## config.mk

```make
export PLATFORM = sky130hd
export DESIGN_NAME = switch_debouncer
export DESIGN_NICKNAME = d
export VERILOG_FILES = /design/src/rtl/switch_debouncer.sv
export SDC_FILE = /design/constraint.sdc
export NUM_CORES = 1
export LEC_CHECK = 0
export ABC_AREA = 1
export BUFFER_PORTS_ARGS = -buffer_cell sky130_fd_sc_hd__buf_2
export CAP_MARGIN = 5
export CORE_AREA = 4 4 42 44
export DETAILED_ROUTE_END_ITERATION = 6
export DIE_AREA = 0 0 46 48
export GPL_TIMING_DRIVEN = 0
export PLACE_DENSITY_LB_ADDON = 0.3
export SLEW_MARGIN = 25
export SYNTH_ARGS = -nofsm -noshare
export SYNTH_HDL_FRONTEND = slang
export SYNTH_SLANG_ARGS = --single-unit
export TNS_END_PERCENT = 10
```

## constraint.sdc

```tcl
create_clock -name clk -period 1.4 [get_ports clk]
set_input_delay 0.14 -clock clk [delete_from_list [all_inputs] [get_ports clk]]
set_output_delay 0.14 -clock clk [all_outputs]
set_load 0.02 [all_outputs]
```

## src/rtl/switch_debouncer.sv

```systemverilog
// switch_debouncer: conditions a raw, bouncy 1-bit input (switch or button).
// The input passes through a two-flop synchronizer. A four-state FSM then
// accepts a new level only after STABLE_CYCLES consecutive identical
// synchronized samples. The block produces a clean level y, one-cycle
// rise/fall strobes, and a toggle that flips on every accepted rise.
//
// Handshake: none. The input is level-sampled on every clock. All outputs
// are registered and valid every cycle.
module switch_debouncer #(
  parameter int STABLE_CYCLES = 4,
  parameter int CNT_W         = 8
) (
  input  logic       clk,
  input  logic       rst,
  input  logic       a,
  output logic       y,
  output logic       rise,
  output logic       fall,
  output logic       toggle,
  output logic [1:0] dbg_state
);

  typedef enum logic [1:0] {
    ST_LOW      = 2'd0,
    ST_CHK_HIGH = 2'd1,
    ST_HIGH     = 2'd2,
    ST_CHK_LOW  = 2'd3
  } state_e;

  // Count value at which the next agreeing sample completes qualification.
  localparam logic [CNT_W-1:0] CNT_LAST = CNT_W'(STABLE_CYCLES - 1);
  localparam logic [CNT_W-1:0] CNT_ONE  = CNT_W'(1);

  state_e           state_q;
  logic             s1_q;
  logic             s2_q;
  logic [CNT_W-1:0] cnt_q;
  logic             y_q;
  logic             rise_q;
  logic             fall_q;
  logic             toggle_q;

  // Two-flop synchronizer for the asynchronous input; the FSM sees only s2_q.
  always_ff @(posedge clk) begin
    if (rst) begin
      s1_q <= 1'b0;
      s2_q <= 1'b0;
    end else begin
      s1_q <= a;
      s2_q <= s1_q;
    end
  end

  // Qualification FSM with registered level, strobes and toggle.
  always_ff @(posedge clk) begin
    if (rst) begin
      state_q  <= ST_LOW;
      cnt_q    <= '0;
      y_q      <= 1'b0;
      rise_q   <= 1'b0;
      fall_q   <= 1'b0;
      toggle_q <= 1'b0;
    end else begin
      // Strobes last exactly one cycle unless a transition re-asserts them.
      rise_q <= 1'b0;
      fall_q <= 1'b0;
      unique case (state_q)
        ST_LOW: begin
          if (s2_q) begin
            state_q <= ST_CHK_HIGH;
            cnt_q   <= CNT_ONE;
          end else begin
            cnt_q   <= '0;
          end
        end
        ST_CHK_HIGH: begin
          if (!s2_q) begin
            // Excursion too short: discard it silently.
            state_q <= ST_LOW;
            cnt_q   <= '0;
          end else if (cnt_q == CNT_LAST) begin
            state_q  <= ST_HIGH;
            y_q      <= 1'b1;
            rise_q   <= 1'b1;
            toggle_q <= ~toggle_q;
            cnt_q    <= '0;
          end else begin
            cnt_q <= cnt_q + CNT_ONE;
          end
        end
        ST_HIGH: begin
          if (!s2_q) begin
            state_q <= ST_CHK_LOW;
            cnt_q   <= CNT_ONE;
          end else begin
            cnt_q   <= '0;
          end
        end
        ST_CHK_LOW: begin
          if (s2_q) begin
            state_q <= ST_HIGH;
            cnt_q   <= '0;
          end else if (cnt_q == CNT_LAST) begin
            state_q <= ST_LOW;
            y_q     <= 1'b0;
            fall_q  <= 1'b1;
            cnt_q   <= '0;
          end else begin
            cnt_q <= cnt_q + CNT_ONE;
          end
        end
        default: begin
          state_q <= ST_LOW;
          cnt_q   <= '0;
        end
      endcase
    end
  end

  assign y         = y_q;
  assign rise      = rise_q;
  assign fall      = fall_q;
  assign toggle    = toggle_q;
  assign dbg_state = state_q;

endmodule

```

==> results of run 1 <==
[cell families after synthesis]
group | Yosys count | synth area share, %
and+or+nand+nor | 42 | 27.96
adders and majority gates | 1 | 1.852
buffers and inverters | 17 | 9.444
DFF | 16 | 47.41
xor gates and xnor gates | 4 | 5.186
AOI/OAI and AO/OA | 11 | 8.148
[metal layers]
layer,vias up,GRT usage [%],part of all wire [%]
met3,2,4.511,3.9
li1,302,-,-
met2,9,18.13,49
met4,0,8.523,0.73
met1,244,13.59,46
met5,-,0,0
[timing repair]
action                                 CTS  global route
endpoints found under the hold margin    0             0
resized for setup                        0             1
setup endpoints to repair                0             5
[cells in the mapped netlist, drive strengths merged]
cell	instances	area, µm²
a21oi	6	30.03
clkbuf	1	3.750
dfxtp	16	320.3
ha	1	12.51
inv	16	60.06
nand2	18	82.58
nand3	4	20.02
nor2	17	71.32
nor3	3	15.01
o21ai	5	25.02
xnor2	1	8.760
xor2	3	26.28
[layout make-up]
class	count	area, µm²	share of cell area (%)
Buffer	1	3.754	0.4878
Clock buffer	4	36.28	4.715
Timing Repair Buffer	7	35.03	4.553
Inverter	16	60.06	7.805
Sequential cell	16	320.3	41.63
Tap cell	16	20.02	2.602
Multi-Input combinational cell	58	294.0	38.21
[tightest hold or removal path, stage by stage]
cell,delay (ns)
buf_2,0.09
inv_1,0.04
nor2_1,0.03
[registers in the layout (all words and copies together) (netlist names), named ones only]
| name | count |
|---|---|
| cnt_q | 8 |
| s1_q | 1 |
| y | 1 |
| toggle | 1 |
| dbg_state | 1 |
| s2_q | 1 |
| fall | 1 |
| rise | 1 |
[final timing paths]
| path | start | end | slack [ns] |
|---|---|---|---|
| setup / recovery | cnt_q[1] | cnt_q[2] | 0.14 |
| hold / removal | a | s1_q | 0.05 |
| setup reg to reg | cnt_q[1] | cnt_q[2] | 0.14 |
| hold reg to reg | s1_q | s2_q | 0.41 |
[cells in the final DEF (no fill, tap or decap), drive strengths merged]
master,Yosys,routed
nand2,18,18
buf,0,7
nor3,3,3
inv,16,16
clkbuf,1,5
nand3,4,4
o21ai,5,5
ha,1,1
xor2,3,3
dfxtp,16,16
nor2,17,17
a21oi,6,6
xnor2,1,1
[power by group through the flow]
stage                     registers [mW]  clock network [mW]  logic [mW]
after floorplan                    0.486                   0      0.0292
after global placement             0.482                   0      0.0439
after detailed placement           0.482                   0      0.0446
after CTS                          0.471               0.319      0.0447
after global routing               0.473               0.337      0.0512
final                              0.471               0.309      0.0442
[metrics by stage]
stage / cell area [µm²] / power [mW] / hold WS [ns] / util, % / instances
2_1_floorplan: 675.6 / 0.5154 / 0.2470 / - / 91
3_3_place_gp: 730.7 / 0.5258 / 0.3424 / 50.87 / 114
3_5_place_dp: 730.7 / 0.5265 / 0.3521 / 50.87 / 114
4_1_cts: 767.0 / 0.8347 / 0.04091 / 53.40 / 118
5_1_grt: 769.5 / 0.8614 / 0.06149 / 53.57 / 118
6_report: 769.5 / 0.8244 / 0.05059 / 53.57 / 118
==> summary.txt, run 1 <==
Worst setup path
  • WP buf/inv: 1
  • Setup crit end kind: register
  • Crit path depth: 8
  • CP max stage delay: 0.35 ns
  • Type of origin of the critical path: register
  • Crit path kind: reg2reg
  • Crit-path cells: ha_2 -> nand2_1 -> nor2_1 -> nand2_1 -> nand2_2 -> inv_2 -> nand2_4 -> nor2_1
  • WP data arrival: 1.45 ns
  • Critical path required time: 1.59 ns
  • Reg2Reg Depth: 8
  • Cell family with most CP delay: simple AND/OR/NAND/NOR gates
  • Crit-path max FO: 6
  • Slowest cell on crit path: dfxtp_1

Pwr
  • Psw: 0.1865 mW
  • Clock power share: 37.5%
  • Comb pwr share: 5.4%
  • Maximum VDD drop: 0.7034 mV
  • Switching Share: 22.62%
  • Power Internal: 0.6379 mW
  • Leak pwr: 0.3455 nW
  • Flop pwr share: 57.2%
  • Power Density: 1071 nW/µm²

Detailed routing
  • Initial DRC Count: 9
  • TritonRoute pass-1 iters: 6
  • Routed vias/inst: 4.720
  • Total Wirelength: 1089 µm
  • Vias: 557
  • Drt wl/cell: 9.229 µm
  • Antenna-violating nets left: 0
  • DR DRC count: 0

GRT
  • Number of global-route vias before repair: 474
  • Initial antenna violation count: 0
  • Tot GR Track Use: 11.89%
  • Largest net degree at the start of global routing: 10
  • Overflow after GRT: 0
  • First-pass GRT wire length: 1821 µm

Layout
  • Fillers: 145
  • Area Overhead vs Synth: 13.89%
  • Nets: 107
  • # diodes: 0
  • Layout cells sized above 1: 21.57%

CTS
  • Clk sinks: 16
  • # Post-CTS Setup Buffers: 0
  • CTS root buf: clkbuf_4
  • CTS max path bufs: 2
  • CTS tree: built
  • Hold buffers post-CTS: 0
  • H-tree levels: 1
  • CTS Buf Count: 3
  • Clk_lat worst skew: 0.29 ns
  • Reg clk slew, reported paths: 0.10 ns

Placement
  • Port Buffers: 7
  • Pre-CTS WS: 0.1346 ns
  • GP Congestion: 0.7220
  • Post-DP HPWL: 815.5 µm

Logic synthesis
  • Number of synthesized register bits: 16
  • Unique cell type count in the Yosys netlist: 16
  • Avg Cell Area, Syn: 7.425 µm²
  • Yosys warns: 0
  • Register area share after synthesis: 47.41%
  • Syn Std Cell Area: 675.6 µm²
  • Syn Inst Count: 91
  • Post-Syn Nets: 95

Floorplan
  • Core area: 1436 µm²
  • Placement row count: 14
  • Starting Density: 47.04%
  • Die Area: 2208 µm²
  • Die W: 46 µm
  • IO Pins: 9
  • Die height: 48 µm

Timing
  • Final setup fails: 0
  • Final Max Tran Viols: 0
  • Setup WS post-layout: 0.1450 ns
  • Part of the cycle the worst path needs: 89.65%
  • Hold Violations, Final: 0
  • Setup_tns: 0 ns
  • Relative slew slack: 74.58%
  • Clock skew: 0.007725 ns
  • Crit path time final: 1.255 ns
  • RSZ-0062 raised after global routing: no
  • Highest Clock Rate: 796.8 MHz
  • Slew @ Worst Pin: 0.3814 ns

Status
  • Status: finished, final reports clean

Run
  • Max-Cap Viols: 0

Worst hold path
  • Hold depth: 3
  • Hold Path Class: in2reg
Power figures use the tool's default switching activity.
==> inputs of run 2 (changes only) <==
--- a/config.mk
+++ b/config.mk
@@ -5,10 +5,10 @@
 export SDC_FILE = /design/constraint.sdc
 export NUM_CORES = 1
 export LEC_CHECK = 0
-export ABC_AREA = 1
 export BUFFER_PORTS_ARGS = -buffer_cell sky130_fd_sc_hd__buf_2
 export CAP_MARGIN = 5
 export CORE_AREA = 4 4 42 44
+export CTS_BUF_LIST = sky130_fd_sc_hd__clkbuf_8
 export DETAILED_ROUTE_END_ITERATION = 6
 export DIE_AREA = 0 0 46 48
 export GPL_TIMING_DRIVEN = 0
==> run 2 against run 1 <==
- the run now ends with setup timing left
- critical endpoint is now toggle
- clock-buffer cell count decreased by 1
- largest power group unchanged
- register-to-register slack got worse by 0.33 ns
- fmax decreased by 21%
- combinational power decreased by 50%
==> summary.txt, run 2 <==
Pwr
  • Clock power share: 41.2% (+3.7 points)
  • Flop pwr share: 56.0% (-1.2 points)
  • Power Density: 980.2 nW/µm² (-8.5%)
  • Tot Pwr: 0.8205 mW (-0.47%)
  • Switching Share: 19.89% (-2.7 points)
  • Power Internal: 0.6573 mW (+3.0%)
  • Psw: 0.1632 mW (-12%)
  • Comb pwr share: 2.7% (-2.7 points)
  • Maximum VDD drop: 0.5482 mV (-22%)
  • Leak pwr: 0.2970 nW (-14%)

Worst hold path
  • Min-delay src: a
  • Worst Hold Endpoint: s1_q
  • Hold depth: 2 (-1)
  • Hold Path Class: in2reg

Worst setup path
  • Crit-path cells: or4b_4 -> or4_4 -> a21oi_2
  • R2R Path End: toggle
  • Type of origin of the critical path: register
  • Reg2Reg Depth: 3 (-5)
  • CP max stage delay: 0.57 ns (+0.22 ns)
  • Critical path required time: 1.58 ns (about the same)
  • Reg2reg setup slack: -0.19 ns (-0.33 ns)
  • Reg-to-reg startpoint: cnt_q[6]
  • Setup crit end kind: register
  • Crit-path max FO: 5 (-1)
  • WP data arrival: 1.77 ns (+0.32 ns)
  • Crit path kind: reg2reg
  • Slowest cell on crit path: or4b_4

Logic synthesis
  • Most common cell in the netlist: dfxtp_1
  • Synth Area in Compound Gates: 12.88% (+4.7 points)
  • Avg Cell Area, Syn: 9.305 µm² (+25%)
  • Primary FF master, synth: dfxtp_1
  • Unique cell type count in the Yosys netlist: 26 (+10)
  • Number of synthesized register bits: 16 (unchanged)
  • Post-Synth Adder-Cell Area: 1.894% (+0.042 points)
  • Top cell type's share of synthesized area: 48.48% (+1.1 points)
  • Syn Inst Count: 71 (-22%)
  • Ys async rst share: 0% (unchanged)
  • Post-Syn Nets: 75 (-21%)
  • Syn Std Cell Area: 660.6 µm² (-2.2%)
  • Xor/xnor share of the synthesized area: 5.303% (+0.12 points)
  • Register area share after synthesis: 48.48% (+1.1 points)
  • Post-Synth Simple-Gate Area: 27.46% (-0.50 points)
  • Yosys warns: 0 (unchanged)
  • Mux share of post-synthesis cell area: 0% (unchanged)
  • Number of synthesized flops with an enable pin: 0 (unchanged)
  • Synth area leaders: dfxtp_1, a21oi_1, nor3_1, nand3_1, o21ai_0
  • Biggest area consumer among synthesized cells: dfxtp_1
  • Synth top cells by count: dfxtp_1, a21oi_1, nor3_1
  • Main combinational cell family by area after synthesis: simple AND/OR/NAND/NOR gates

Timing
  • Fin Hold WS: 0.1075 ns (+0.05687 ns)
  • Clock skew: 0.002187 ns (-0.005538 ns)
  • Part of the cycle the worst path needs: 113.4% (+24 points)
  • Setup WS post-layout: -0.1876 ns (-0.3326 ns)
  • Setup_tns: -0.3801 ns (-0.3801 ns)
  • Final setup fails: 3 (+3)
  • RSZ-0062 raised after global routing: yes
  • Highest Clock Rate: 629.9 MHz (-21%)
  • Final Max Tran Viols: 0 (unchanged)
  • Slew @ Worst Pin: 0.4155 ns (+0.03415 ns)
  • Relative slew slack: 72.10% (-2.5 points)
  • Hold Violations, Final: 0 (unchanged)
  • Crit path time final: 1.588 ns (+0.3326 ns)

Detailed routing
  • Routed vias/inst: 5.515 (+17%)
  • Antenna-violating nets left: 0 (unchanged)
  • Initial DRC Count: 9 (unchanged)
  • TritonRoute pass-1 iters: 4 (-2)
  • DR DRC count: 0 (unchanged)
  • Vias: 557 (unchanged)
  • Drt wl/cell: 13.24 µm (+43%)
  • Total Wirelength: 1337 µm (+23%)

Layout
  • Max FFs per register: 8 (unchanged)
  • # diodes: 0 (unchanged)
  • Commonest non-fill, non-tap cell in the layout: dfxtp_1
  • Nets: 91 (-15%)
  • Finished Layout Cells: 101 (-14%)
  • Fillers: 135 (-6.9%)
  • Most flops, register: cnt_q
  • Area Overhead vs Synth: 26.70%
  • Commonest cells after routing, fill and taps aside: dfxtp_1, buf_2, nor3_1
  • Layout cells sized above 1: 30.59% (+9.0 points)

CTS
  • CTS root buf: clkbuf_8
  • H-tree levels: 1 (unchanged)
  • Hold buffers post-CTS: 0 (unchanged)
  • CTS tree: built
  • Clk_lat worst skew: 0.25 ns (-0.04 ns)
  • Reg clk slew, reported paths: 0.06 ns (-0.04 ns)
  • CTS Buf Count: 3 (unchanged)
  • Clk sinks: 16 (unchanged)
  • CTS max path bufs: 2 (unchanged)

Floorplan
  • Core area: 1436 µm² (unchanged)
  • Placement row count: 14 (unchanged)
  • Starting Density: 45.99% (-1.0 points)
  • Die height: 48 µm (unchanged)
  • Die Area: 2208 µm² (unchanged)
  • Die W: 46 µm (unchanged)
  • IO Pins: 9 (unchanged)

Status
  • Status: complete, but fails checks
  • Violated checks: setup timing

GRT
  • Overflow after GRT: 0 (unchanged)
  • Number of global-route vias before repair: 524 (+11%)
  • Largest net degree at the start of global routing: 10 (unchanged)
  • Initial antenna violation count: 0 (unchanged)
  • Tot GR Track Use: 15.18% (+3.3 points)
  • First-pass GRT wire length: 2235 µm (+23%)

Placement
  • Pre-CTS WS: -0.2448 ns (-0.3794 ns)
  • Placed Cells: 94 (-18%)
  • GP Congestion: 0.8003 (+11%)
  • Port Buffers: 7 (unchanged)
  • Post-DP HPWL: 840.7 µm (+3.1%)

Run
  • Max-Cap Viols: 0 (unchanged)
## run 2: cell types whose count changed in the layout (fill, tap and decap cells not counted), sizes merged, moves of 3 or more
| cell | delta |
|---|---|
| buf | +5 |
| inv | -13 |
| nand2 | -15 |
| nand2b | +3 |
| nor2 | -13 |
| or3 | +3 |
## run 2: final cells by class
| type | count | area (µm²) | area share (%) |
|---|---|---|---|
| sequential | 16 | 331.6 | 39.61 |
| timing repair buffer | 11 | 65.06 | 7.773 |
| tap | 16 | 20.02 | 2.392 |
| multi-input combinational | 50 | 352.8 | 42.15 |
| buffer | 2 | 15.01 | 1.794 |
| inverter | 3 | 11.26 | 1.345 |
| clock buffer | 3 | 41.29 | 4.933 |
## run 2: power by group through the flow
stage / Sequential [mW] / Clock (mW) / Combinational [mW]
3_3_place_gp: 0.473 / 0 / 0.0183
2_1_floorplan: 0.474 / 0 / 0.0129
3_5_place_dp: 0.474 / 0 / 0.0186
6_report: 0.460 / 0.338 / 0.0223
4_1_cts: 0.460 / 0.343 / 0.0215
5_1_grt: 0.460 / 0.369 / 0.0250
## run 2: metrics by stage
step	util (%)	instance area, µm²
final	58.28	837.1
after global routing	58.28	837.1
after CTS	57.06	819.5
after detailed placement	51.22	735.7
after global placement	51.22	735.7
after floorplan	-	680.7
## run 2: cell families (layout without fill, tap and decap cells)
family | after synthesis | after routing
xor+xnor | 4 | 4
buf+inv | 5 | 19
compound gates | 14 | 14
simple gates | 31 | 31
fa+ha+maj | 1 | 1
flops | 16 | 16
## run 2: timing repair
| action | 4_1_cts | 5_1_grt |
|---|---|---|
| gates resized for setup | 4 | 5 |
| pin swaps | 3 | 1 |
| setup endpoints to repair | 12 | 13 |
| buffers inserted | 4 | 0 |
## run 2: metal layers
| metal | wire length, µm | track usage, % | up-vias | share of wire, % |
|---|---|---|---|---|
| met5 | 0 | 0 | - | 0 |
| met4 | 46 | 11.93 | 0 | 3.4 |
| met3 | 51 | 3.383 | 5 | 3.8 |
| met2 | 631 | 23.35 | 12 | 47 |
| met1 | 608 | 18.20 | 257 | 45 |
| li1 | - | - | 283 | - |
## run 2: critical path, delay by kind of cell, from the launching register on
| kind | cells | cell delay [ns] |
|---|---|---|
| flops | 1 | 0.34 |
| simple gates | 2 | 1.06 |
| compound gates | 1 | 0.12 |
## run 2: worst max-delay path by stage
| stage | start | to | slack, ns | depth (start not counted) |
|---|---|---|---|---|
| finish | cnt_q[6] | toggle | -0.19 | 3 |
| global route | cnt_q[0] | toggle | -0.23 | 4 |
| CTS | cnt_q[0] | toggle | -0.17 | 4 |
| detailed placement | cnt_q[0] | cnt_q[4] | -0.24 | 4 |
| global placement | cnt_q[0] | toggle | -0.21 | 4 |
| floorplan | cnt_q[0] | toggle | -0.15 | 4 |
